$ cat src/rtl/bus_cycle_ack.sv
// bus_cycle_ack: 68000 bus-cycle tracker, DTACK/BERR terminator and DRAM refresh request timer.
// Ports:
//   clk_i, rst_i             CPU clock, asynchronous active-high reset
//   nas_i                    CPU address strobe (active low)
//   ramcs_i/romcs_i/iocs_i   region selects, valid while nas_i is low
//   ramready_i               DRAM controller ready (RAM-region handshake)
//   refack_i                 one-clock pulse: controller started a refresh
//   bact_o, bactr_o          registered !nAS and its one-clock delay
//   ndtack_o, nberr_o        cycle terminators (active low)
//   refreq_o, refurg_o       refresh request / urgency to the DRAM controller
module bus_cycle_ack #(
    parameter int ROM_WS     = 2,
    parameter int IO_WS      = 4,
    parameter int TIMEOUT    = 255,
    parameter int REF_PERIOD = 250,
    parameter int REF_URG    = 64
) (
    input  logic clk_i,
    input  logic rst_i,
    input  logic nas_i,
    input  logic ramcs_i,
    input  logic romcs_i,
    input  logic iocs_i,
    input  logic ramready_i,
    input  logic refack_i,
    output logic bact_o,
    output logic bactr_o,
    output logic ndtack_o,
    output logic nberr_o,
    output logic refreq_o,
    output logic refurg_o
);
    typedef enum logic [1:0] {IDLE, WAIT, ACK} state_t;
    typedef enum logic [1:0] {R_RAM, R_ROM, R_IO, R_NONE} region_t;

    state_t     state_q, state_d;
    region_t    region_q, region_d;
    logic       bact_q, bactr_q, armed_q;
    logic [7:0] cnt_q, cnt_d;
    logic       ndtack_q, ndtack_d, nberr_q, nberr_d;
    logic       start, hit;

    logic [9:0] tmr_q, tmr_d;
    logic [7:0] ucnt_q, ucnt_d;
    logic [1:0] miss_q, miss_d, miss_a;
    logic       req_q, req_d, req_a, urg_q, urg_d;
    logic       tick, ack, clr;

    // A cycle already in flight when reset releases must not be acknowledged,
    // so starts are only honoured once /AS has been seen high after reset.
    assign start = bact_q && !bactr_q && armed_q;

    assign hit = (region_q == R_RAM) ? (ramready_i && bactr_q) :
                 (region_q == R_ROM) ? (cnt_q == 8'(ROM_WS - 1)) :
                 (region_q == R_IO)  ? (cnt_q == 8'(IO_WS - 1)) :
                                       (cnt_q == 8'(TIMEOUT - 1));

    always_ff @(posedge clk_i or posedge rst_i) begin
        if (rst_i) state_q <= IDLE;
        else       state_q <= state_d;
    end

    always_comb begin
        state_d = state_q;
        case (state_q)
            IDLE:    state_d = start ? WAIT : IDLE;
            WAIT:    state_d = !bact_q ? IDLE : hit ? ACK : WAIT;
            ACK:     state_d = !bact_q ? IDLE : ACK;
            default: state_d = IDLE;
        endcase
    end

    always_comb begin
        region_d = region_q;
        cnt_d    = cnt_q;
        ndtack_d = ndtack_q;
        nberr_d  = nberr_q;
        if (state_q == IDLE && start) begin
            region_d = ramcs_i ? R_RAM : romcs_i ? R_ROM : iocs_i ? R_IO : R_NONE;
            cnt_d    = '0;
        end
        if (state_q == WAIT && bact_q) begin
            cnt_d = cnt_q + 8'd1;
            if (hit) begin
                ndtack_d = region_q == R_NONE;
                nberr_d  = region_q != R_NONE;
            end
        end
        if (state_q == ACK && !bact_q) begin
            ndtack_d = 1'b1;
            nberr_d  = 1'b1;
        end
    end

    // Refresh: a pending ack is applied before a coincident tick so a fresh
    // request is re-raised rather than lost.
    assign tick   = tmr_q == '0;
    assign tmr_d  = tick ? 10'(REF_PERIOD - 1) : tmr_q - 10'd1;
    assign ack    = refack_i && req_q;
    assign req_a  = ack ? (miss_q != 2'd0) : req_q;
    assign miss_a = (ack && miss_q != 2'd0) ? miss_q - 2'd1 : miss_q;
    assign req_d  = req_a || tick;
    assign miss_d = (tick && req_a && miss_a != 2'd3) ? miss_a + 2'd1 : miss_a;
    assign clr    = ack || (tick && !req_a);
    assign ucnt_d = clr ? 8'd0 : ((req_q && ucnt_q != 8'hff) ? ucnt_q + 8'd1 : ucnt_q);
    assign urg_d  = req_d && (((clr ? 8'd0 : ucnt_q) >= 8'(REF_URG - 1)) || miss_d != 2'd0);

    always_ff @(posedge clk_i or posedge rst_i) begin
        if (rst_i) begin
            bact_q   <= 1'b0;
            bactr_q  <= 1'b0;
            armed_q  <= 1'b0;
            region_q <= R_NONE;
            cnt_q    <= '0;
            ndtack_q <= 1'b1;
            nberr_q  <= 1'b1;
            tmr_q    <= 10'(REF_PERIOD - 1);
            ucnt_q   <= '0;
            miss_q   <= '0;
            req_q    <= 1'b0;
            urg_q    <= 1'b0;
        end else begin
            bact_q   <= !nas_i;
            bactr_q  <= bact_q;
            armed_q  <= armed_q || nas_i;
            region_q <= region_d;
            cnt_q    <= cnt_d;
            ndtack_q <= ndtack_d;
            nberr_q  <= nberr_d;
            tmr_q    <= tmr_d;
            ucnt_q   <= ucnt_d;
            miss_q   <= miss_d;
            req_q    <= req_d;
            urg_q    <= urg_d;
        end
    end

    assign bact_o   = bact_q;
    assign bactr_o  = bactr_q;
    assign ndtack_o = ndtack_q;
    assign nberr_o  = nberr_q;
    assign refreq_o = req_q;
    assign refurg_o = urg_q;
endmodule

$ cat config.mk
export PLATFORM = sky130hd
export DESIGN_NAME = bus_cycle_ack
export DESIGN_NICKNAME = d
export VERILOG_FILES = /design/src/rtl/bus_cycle_ack.sv
export SDC_FILE = /design/constraint.sdc
export NUM_CORES = 1
export LEC_CHECK = 0
export BUFFER_PORTS_ARGS = -buffer_cell sky130_fd_sc_hd__buf_4
export CELL_PAD_IN_SITES_DETAIL_PLACEMENT = 1
export CELL_PAD_IN_SITES_GLOBAL_PLACEMENT = 2
export CORE_ASPECT_RATIO = 0.6
export CORE_MARGIN = 4
export CORE_UTILIZATION = 24
export DETAILED_ROUTE_END_ITERATION = 8
export PLACE_DENSITY_LB_ADDON = 0.1
export SLEW_MARGIN = 15
export SYNTH_ARGS = -nofsm -noshare
export SYNTH_HDL_FRONTEND = slang
export SYNTH_SLANG_ARGS = --single-unit
export TNS_END_PERCENT = 50
$ cat constraint.sdc
create_clock -name clk_i -period 5 [get_ports clk_i]
set_input_delay 0.5 -clock clk_i [delete_from_list [all_inputs] [get_ports clk_i]]
set_output_delay 0.5 -clock clk_i [all_outputs]
set_load 0.005 [all_outputs]
==> results of run 1 <==
## layer usage
metal	track usage, %	vias to the layer above	part of all wire, %
met4	3.571	0	1.4
met5	0	-	0
met2	15.65	12	43
li1	-	724	-
met1	13.44	734	53
met3	3.331	7	2.9
## cells in the mapped netlist (4+ instances only)
cell type,instances
xor2_1,9
nand4_1,5
ha_1,8
nor3_1,4
o21ai_0,11
dfstp_2,10
inv_1,14
dfrtp_1,29
nand2_1,23
and3_1,5
nor2_1,20
xnor2_1,5
nand3_1,13
## flip-flops by register name (all words and copies together), names as in the netlist
| signal | count |
|---|---|
| refreq_o | 1 |
| ucnt_q | 8 |
| state_q | 2 |
| miss_q | 2 |
| ndtack_o | 1 |
| bact_o | 1 |
| refurg_o | 1 |
| cnt_q | 8 |
| armed_q | 1 |
| tmr_q | 10 |
| region_q | 2 |
| bactr_o | 1 |
| nberr_o | 1 |
## through the flow
stage | worst slack [ns] | utilization (%) | hold slack, ns | std cells | cell area (um^2)
global route | 2.210 | 29.65 | 0.3566 | 326 | 2356
floorplan | 2.526 | - | 0.4261 | 199 | 1971
finish | 2.401 | 29.65 | 0.3470 | 326 | 2356
detailed placement | 2.373 | 27.69 | 0.4516 | 318 | 2200
CTS | 2.378 | 29.65 | 0.3541 | 326 | 2356
global placement | 2.476 | 27.69 | 0.4375 | 318 | 2200
## path summary, 6_finish.rpt
check | start | end | cells after the start
worst max-delay path | miss_q[0] | refurg_o | 9
max in group asynchronous | rst_i | tmr_q[0] | 3
worst max register to register | miss_q[0] | refurg_o | 9
worst min register to register | tmr_q[0] | tmr_q[0] | 1
worst min-delay path | rst_i | ucnt_q[0] | 3
min in group clk_i | nas_i | bact_o | 2
## kinds of logic (layout without fill, tap and decap cells)
family / after synthesis / in the layout / synth area share (%)
multiplexers: 4 / 4 / 2.349
adder cells (fa/ha/maj): 8 / 8 / 5.080
AND/OR/NAND/NOR: 90 / 90 / 24.13
XOR/XNOR: 14 / 14 / 6.222
AO/OA/AOI/OAI: 27 / 27 / 8.825
flip-flops: 39 / 39 / 50.16
buffers and inverters: 17 / 36 / 3.238
## cell type report
cell class	count	area, um^2	area share, %
clock buffer	8	156.4	6.638
inverter	14	52.55	2.230
multi-input combinational	143	918.4	38.98
sequential	39	988.4	41.95
tap	108	135.1	5.736
timing repair buffer	14	105.1	4.461
## critical path, stage by stage (launching register included)
cell and delay (ns):
dfrtp_1 0.37, inv_1 0.06, ha_1 0.21, nor2_1 0.22, xnor2_1 0.20, inv_1 0.08, ha_1 0.20, or4b_4 0.55
mux2_4 0.32, o31a_1 0.28
## power breakdown
group | internal [mW] | switching, mW
clock | 0.212 | 0.120
combinational | 0.0743 | 0.0870
sequential | 0.359 | 0.0474
==> impl_results.md, run 1 <==
- Critical Path RT: 5.16 ns
- Post-synth EDFFs: 0
- Fin. Hold Viols: 0
- Leading area contributor after synthesis: dfrtp_1
- Status: completed
- Syn nets: 215
- PwrDens: 382.1 nW/um^2
- Starting Density: 24.80%
- Tot GR Track Use: 10.17%
- CTS Buffer Depth: 2
- Crit path max fanout: 2
- Core ar.: 7945 um^2
- CTS tree: yes
- Power Total: 0.9001 mW
- Dpl hpwl: 3.411 mm
- Clock transition at the registers of the reported paths: 0.06 ns
- 1st-iter DRT viols: 51
- Largest net degree at the start of global routing: 40
- Max Cap Violations: 0
- # Post-CTS Setup Buffers: 0
- Setup Skew: 0.004010 ns
- Maximum VDD drop: 123.9 uV
- Worst setup SP type: flip-flop
- Fillers: 921
- Congestion Overflow GR: 0
- Num rows: 25
- PostCTS Resize Cnt: 0
- DRT Pass-1 Iters: 4
- Final Setup Violations: 0
- CP Data Arrival Time: 2.76 ns
- Die H: 78.19 um
- Maximum level of the CTS H-tree: 2
- Clk root buf: clkbuf_16
- Leakage: 1.041 nW
- Commonest non-fill, non-tap cell in the layout: dfrtp_1
- Pins Over Slew Limit: 0
- Hold Buf Count CTS: 0
- Drt drc: 0
- Initial antenna violation count: 0
- Crit path capture type: flip-flop
- Drt wl/cell: 13.83 um
- Final WL: 4.510 mm
- Fraction of layout cells with a size suffix above 1: 17.89%
- Via count: 1477
- Critical path class: reg -> reg
- Number of nets in the layout: 233
- First-pass GRT wire length: 7.921 mm
- Ranking of synthesized cells by area: dfrtp_1 (37%), dfstp_2 (13%), ha_1 (5.1%)
- YS warnings: 0
- Max Freq: 384.7 MHz
- Min Tclk post-route: 2.599 ns
- Post-synthesis area per instance: 9.903 um^2
- Reg-to-reg setup timing slack: 2.40 ns
- Die area: 9772 um^2
- Async set-reset flop share out of synthesis: 100.0%
- Die X: 125.0 um
- Rel. slew slack: 54.18%
- Hold crit path type: in -> async
- Area Growth Syn to Fin: 19.56%
- Commonest non-fill, non-tap cells in the layout: dfrtp_1 (29), nand2_1 (23), nor2_1 (20)
- Num CTS Buffers: 5
- Measured slew at the worst slew-check pin: 0.6827 ns
- Synth cell types: 37
- Io pins: 14
- Synth Cell Area: 1971 um^2
- Tcrit/Tclk final: 51.99%
- Vias in the first global route: 1637
- Dominant synthesized flop cell: dfrtp_1
- Unrepaired setup endpoints after global routing: false
- Antenna viol nets, final: 0
- Sequential fraction of the synthesis area: 50.16%
- Register bit total from synthesis: 39
- Vias/cell: 4.531
- # clock sinks: 39
- Post-synth top area share: 36.83%
- Clock latency on the worst-skew pair: 0.28 ns
- Post-synthesis cell count: 199
- Port Buffers: 13
- Final TNS setup: 0 ns
- Diodes inserted: 0
- GP Congestion: 0.7374
No activity file was read; power rests on OpenSTA's default activity.
==> inputs of run 2 (changes only) <==
- clock period: 5 -> 2.4 ns (I/O delays scaled with it)
==> run 2 against run 1 <==
  * Sequential share of layout area fell by 1.4 points
  * Sequential cell count did not move
  * First-iteration DRC count rose by 140%
  * Wire length rose by 5.6%
  * Via count rose by 1.1%
==> impl_results.md, run 2 (synthesis gave the netlist of run 1 again) <==
- Status: completed (unchanged)
- GP Congestion: 0.7208 (was 0.7374)
- Min Tclk post-route: 2.388 ns (was 2.599 ns)
- Initial antenna violation count: 0 (unchanged)
- Setup Skew: 0.008190 ns (was 0.004010 ns)
- CTS tree: yes (unchanged)
- Core ar.: 7945 um^2 (unchanged)
- Pre-CTS WS: -0.1010 ns (was 2.373 ns)
- Fraction of layout cells with a size suffix above 1: 23.79% (was 17.89%)
- Commonest non-fill, non-tap cells in the layout: dfrtp_1 (29), nand2_1 (23), buf_4 (23) (was dfrtp_1 (29), nand2_1 (23), nor2_1 (20))
- Die X: 125.0 um (unchanged)
- Fin cells: 335 (was 326)
- Final Setup Violations: 0 (unchanged)
- Measured slew at the worst slew-check pin: 0.5213 ns (was 0.6827 ns)
- CP Data Arrival Time: 2.56 ns (was 2.76 ns)
- Hold Buf Count CTS: 0 (unchanged)
- Via count: 1493 (was 1477)
- Max Cap Violations: 0 (unchanged)
- Clock latency on the worst-skew pair: 0.28 ns (about the same)
- Crit path capture type: flip-flop (unchanged)
- Largest Register: tmr_q (unchanged)
- Drt wl/cell: 14.22 um (was 13.83 um)
- Dpl hpwl: 3.513 mm (was 3.411 mm)
- Rel. slew slack: 65.24% (was 54.18%)
- Met3 Wirelength: 191 um (was 130 um)
- Max reg flops: 10 (unchanged)
- Clock transition at the registers of the reported paths: 0.06 ns (about the same)
- Starting Density: 24.80% (unchanged)
- Num rows: 25 (unchanged)
- Setup ws final: 0.01245 ns (was 2.401 ns)
- Critical path class: reg -> reg (unchanged)
- Drt drc: 0 (unchanged)
- Met1 wire length: 2.507 mm (was 2.380 mm)
- Diodes inserted: 0 (unchanged)
- Tot GR Track Use: 10.83% (was 10.17%)
- Final WL: 4.764 mm (was 4.510 mm)
- # clock sinks: 39 (unchanged)
- Footprint of the multi-input gates: 953.4 um^2 (was 918.4 um^2)
- Die H: 78.19 um (unchanged)
- Largest net degree at the start of global routing: 40 (unchanged)
- Pins Over Slew Limit: 0 (unchanged)
- First-pass GRT wire length: 8.459 mm (was 7.921 mm)
- Antenna viol nets, final: 0 (unchanged)
- Worst setup SP type: flip-flop (unchanged)
- 1st-iter DRT viols: 121 (was 51)
- Unrepaired setup endpoints after global routing: true (was false)
- Tcrit/Tclk final: 99.48% (was 51.99%)
- Maximum level of the CTS H-tree: 2 (unchanged)
- Commonest non-fill, non-tap cell in the layout: dfrtp_1 (unchanged)
- Highest metal used: met4 (unchanged)
- Congestion Overflow GR: 0 (unchanged)
- Largest regs: tmr_q (10), cnt_q (8), ucnt_q (8) (unchanged)
- Fillers: 919 (was 921)
- Final TNS setup: 0 ns (unchanged)
- Max Freq: 418.8 MHz (was 384.7 MHz)
- CTS Buffer Depth: 2 (unchanged)
- Vias/cell: 4.457 (was 4.531)
- Port Buffers: 13 (unchanged)
- DRT Pass-1 Iters: 4 (unchanged)
- Fin. Hold Viols: 0 (unchanged)
- Wire length on met2: 1.995 mm (was 1.934 mm)
- Io pins: 14 (unchanged)
- Num CTS Buffers: 5 (unchanged)
- Area Growth Syn to Fin: 23.81% (was 19.56%)
- Register area: 988.4 um^2 (unchanged)
- Die area: 9772 um^2 (unchanged)
- Maximum VDD drop: 213.1 uV (was 123.9 uV)
- Vias in the first global route: 1635 (was 1637)
- Crit path max fanout: 2 (unchanged)
- Number of nets in the layout: 242 (was 233)
- Hold crit path type: in -> async (unchanged)
- Leakage: 1.077 nW (was 1.041 nW)
- Clk root buf: clkbuf_16 (unchanged)
- PwrDens: 781.8 nW/um^2 (was 382.1 nW/um^2)
- Critical Path RT: 2.57 ns (was 5.16 ns)
- Power Total: 1.907 mW (was 0.9001 mW)
- Post-Place Cells: 325 (was 318)
[run 2: cell count changes in the layout (fill, tap and decap cells not counted), moves of 2 or more]
cell,change
clkbuf_8,-2
inv_1,-2
inv_2,+2
ha_1,-2
buf_4,+9
[run 2: metal layers]
| layer | track usage [%] | up-vias |
|---|---|---|
| li1 | - | 743 |
| met1 | 15.24 | 718 |
| met2 | 16.02 | 26 |
| met3 | 3.195 | 6 |
| met4 | 3.247 | 0 |
| met5 | 0 | - |
[run 2: critical path, cell delays in order, from the launching register on]
cell     delay [ns]
dfrtp_1        0.39
inv_2          0.08
ha_4           0.15
nor2_4         0.04
buf_4          0.13
mux2i_1        0.14
ha_1           0.20
or4b_4         0.55
mux2_4         0.32
o31a_1         0.27
[run 2: final timing paths]
path | slack [ns] | end | from | cells past startpoint
min | 0.1 | armed_q | rst_i | 3
max in group asynchronous | 1.92 | tmr_q[4] | rst_i | 3
min reg2reg | 0.46 | tmr_q[0] | tmr_q[0] | 1
min in group clk_i | 0.10 | bact_o | nas_i | 2
max | 0.01 | refurg_o | miss_q[0] | 9
max reg2reg | 0.01 | refurg_o | miss_q[0] | 9
[run 2: layout make-up]
| class | instances | share of cell area, % |
|---|---|---|
| Clock inverter | 1 | 0.2051 |
| Multi-Input combinational cell | 143 | 39.08 |
| Inverter | 14 | 2.154 |
| Tap cell | 108 | 5.538 |
| Clock buffer | 7 | 5.436 |
| Sequential cell | 39 | 40.51 |
| Timing Repair Buffer | 23 | 7.077 |
[run 2: per-stage QoR]
stage | util [%] | hold slack (ns) | instance area [um^2]
finish | 30.71 | 0.09553 | 2440
CTS | 30.61 | 0.09734 | 2432
global route | 30.71 | 0.1002 | 2440
floorplan | - | 0.2994 | 1974
global placement | 28.38 | 0.3930 | 2255
detailed placement | 28.38 | 0.4022 | 2255
[run 2: where the power goes]
| part | switching, mW | internal [mW] |
|---|---|---|
| sequential | 0.0958 | 0.748 |
| combinational | 0.216 | 0.206 |
| clock | 0.257 | 0.384 |
[run 2: what timing repair did]
| item | CTS | global route |
|---|---|---|
| resized for setup | 6 | 2 |
| buffers inserted | 2 | 0 |
| pin swaps | 1 | 0 |
| setup endpoints to repair | 1 | 3 |
==> inputs of run 3 (changes only) <==
- clock period: 2.4 -> 2.25 ns (I/O delays scaled with it)
==> run 3 against run 2 <==
  * The run now ends with negative setup slack left
  * Hold slack got worse by 0.028 ns
  * Worst setup slack got worse by 0.041 ns
  * Register-to-register slack got worse by 0.04 ns
  * Sequential power increased by 6.0%
  * Critical path type unchanged
  * Critical endpoint unchanged
  * Largest cell class unchanged
==> impl_results.md, run 3 (synthesis gave the netlist of run 1 again) <==
- Status: finished, violations left (was completed)
- Failing checks: negative setup slack
- Via count: 1531 (was 1493)
- Drt wl/cell: 14.06 um (was 14.22 um)
- Maximum level of the CTS H-tree: 2 (unchanged)
- Measured slew at the worst slew-check pin: 0.5180 ns (was 0.5213 ns)
- Utilization after layout: 31.32% (was 30.71%)
- First-pass GRT wire length: 8.286 mm (was 8.459 mm)
- Unrepaired setup endpoints after global routing: true (unchanged)
- Tot GR Track Use: 10.67% (was 10.83%)
- Dpl hpwl: 3.524 mm (was 3.513 mm)
- Max Cap Violations: 0 (unchanged)
- Clock power share: 33.2% (was 33.6%)
- Largest net degree at the start of global routing: 40 (unchanged)
- GP Congestion: 0.7538 (was 0.7208)
- Setup ws final: -0.02806 ns (was 0.01245 ns)
- Tcrit/Tclk final: 101.2% (was 99.48%)
- Area Growth Syn to Fin: 26.29% (was 23.81%)
- Reg power frac: 43.6% (was 44.2%)
- Hold crit path type: in -> async (unchanged)
- Clock transition at the registers of the reported paths: 0.06 ns (about the same)
- Hold Buf Count CTS: 0 (unchanged)
- Commonest non-fill, non-tap cell in the layout: dfrtp_1 (unchanged)
- Rel. slew slack: 65.47% (was 65.24%)
- Clk root buf: clkbuf_16 (unchanged)
- Maximum VDD drop: 253.3 uV (was 213.1 uV)
- Congestion Overflow GR: 0 (unchanged)
- Largest regs: tmr_q (10), cnt_q (8), ucnt_q (8) (unchanged)
- Leakage: 1.113 nW (was 1.077 nW)
- Final TNS setup: -0.02806 ns (was 0 ns)
- Commonest non-fill, non-tap cells in the layout: dfrtp_1 (29), buf_4 (28), nand2_1 (22) (was dfrtp_1 (29), nand2_1 (23), buf_4 (23))
- Vias in the first global route: 1623 (was 1635)
- Final WL: 4.780 mm (was 4.764 mm)
- Delay of the slowest cell on the worst path: 0.53 ns (was 0.55 ns)
- Crit path cell chain: inv_2 > ha_4 > nor2_4 > xnor2_2 > inv_1 > ha_2 > or4b_4 > mux2_4 > o31a_1 (was inv_2 > ha_4 > nor2_4 > buf_4 > mux2i_1 > ha_1 > or4b_4 > mux2_4 > o31a_1)
- Max Freq: 439.0 MHz (was 418.8 MHz)
- Die H: 78.19 um (unchanged)
- Starting Density: 24.80% (unchanged)
- Num rows: 25 (unchanged)
- Final Setup Violations: 1 (was 0)
- 1st-iter DRT viols: 126 (was 121)
- # clock sinks: 39 (unchanged)
- Area post-placement: 2320 um^2 (was 2255 um^2)
- Die area: 9772 um^2 (unchanged)
- Largest Register: tmr_q (unchanged)
- CTS tree: yes (unchanged)
- Port Buffers: 13 (unchanged)
- Pins Over Slew Limit: 0 (unchanged)
- CP Data Arrival Time: 2.44 ns (was 2.56 ns)
- Sw power: 0.5997 mW (was 0.5696 mW)
- Critical path class: reg -> reg (unchanged)
- Core ar.: 7945 um^2 (unchanged)
- Vias/cell: 4.503 (was 4.457)
- DRT Pass-1 Iters: 4 (unchanged)
- Comb pwr share: 23.2% (was 22.1%)
- Critical Path RT: 2.41 ns (was 2.57 ns)
- Crit path max fanout: 2 (unchanged)
- Post-route cell area: 2489 um^2 (was 2440 um^2)
- Num CTS Buffers: 5 (unchanged)
- Crit path capture type: flip-flop (unchanged)
- Drt drc: 0 (unchanged)
- Min Tclk post-route: 2.278 ns (was 2.388 ns)
- Number of nets in the layout: 247 (was 242)
- Diodes inserted: 0 (unchanged)
- CTS Buffer Depth: 2 (unchanged)
- Sw frac: 29.22% (was 29.86%)
- Setup Skew: 0.005187 ns (was 0.008190 ns)
- Power Total: 2.052 mW (was 1.907 mW)
- Die X: 125.0 um (unchanged)
- Fillers: 916 (was 919)
- CP max-delay cell: or4b_4 (unchanged)
- Max reg flops: 10 (unchanged)
- Clock latency on the worst-skew pair: 0.28 ns (about the same)
- Antenna viol nets, final: 0 (unchanged)
- Fin. Hold Viols: 0 (unchanged)
- PwrDens: 824.6 nW/um^2 (was 781.8 nW/um^2)
- Fraction of layout cells with a size suffix above 1: 26.29% (was 23.79%)
- Io pins: 14 (unchanged)
- Initial antenna violation count: 0 (unchanged)
- Worst setup SP type: flip-flop (unchanged)
- Cell Int Power: 1.452 mW (was 1.338 mW)
run 3: area by class of cell:
type / count / area (um^2) / share of cell area, %
clock buffer: 7 / 132.6 / 5.329
clock inverter: 1 / 5.005 / 0.2011
inverter: 14 / 52.55 / 2.112
multi-input combinational: 143 / 964.7 / 38.76
sequential: 39 / 988.4 / 39.72
tap: 108 / 135.1 / 5.430
timing repair buffer: 28 / 210.2 / 8.446
run 3: critical path, delay by kind of cell (launching register included):
kind,cells,cell delay [ns]
muxes,1,0.32
xor gates and xnor gates,1,0.13
adders and majority gates,2,0.34
DFF,1,0.36
AOI/OAI and AO/OA,1,0.23
buffers and inverters,2,0.11
and+or+nand+nor,2,0.67
run 3: per-layer routing:
layer,global-route usage (%),share of wire [%],vias to the layer above
met5,0,0,-
met4,3.896,0.88,0
met3,3.263,2.9,2
met2,15.59,43,12
met1,14.83,53,760
li1,-,-,757
run 3: power by group through the flow:
stage	Clock [mW]	Sequential [mW]	Combinational, mW
finish	0.682	0.895	0.475
global route	0.745	0.910	0.560
CTS	0.718	0.896	0.455
detailed placement	0	0.906	0.447
global placement	0	0.899	0.420
floorplan	0	0.886	0.300
run 3: metrics by stage:
stage / hold WS, ns / std cells / setup WS [ns]
2_1_floorplan: 0.2844 / 199 / 0.01302
3_3_place_gp: 0.3782 / 329 / 0.01861
3_5_place_dp: 0.3838 / 329 / -0.03717
4_1_cts: 0.07957 / 337 / -0.02641
5_1_grt: 0.08617 / 340 / -0.1232
6_report: 0.06759 / 340 / -0.02806
run 3: worst paths after layout:
kind,start,depth (start not counted),slack [ns],end
worst max-delay path,miss_q[0],9,-0.03,refurg_o
max in group asynchronous,rst_i,3,1.80,region_q[0]
worst min register to register,tmr_q[0],1,0.45,tmr_q[0]
worst min-delay path,rst_i,3,0.07,refreq_o
min in group clk_i,nas_i,2,0.09,bact_o
worst max register to register,miss_q[0],9,-0.03,refurg_o
run 3: timing repair:
action	4_1_cts	5_1_grt
resized for setup	2	2
pin swaps	0	5
setup endpoints to repair	3	3
buffers inserted	0	3
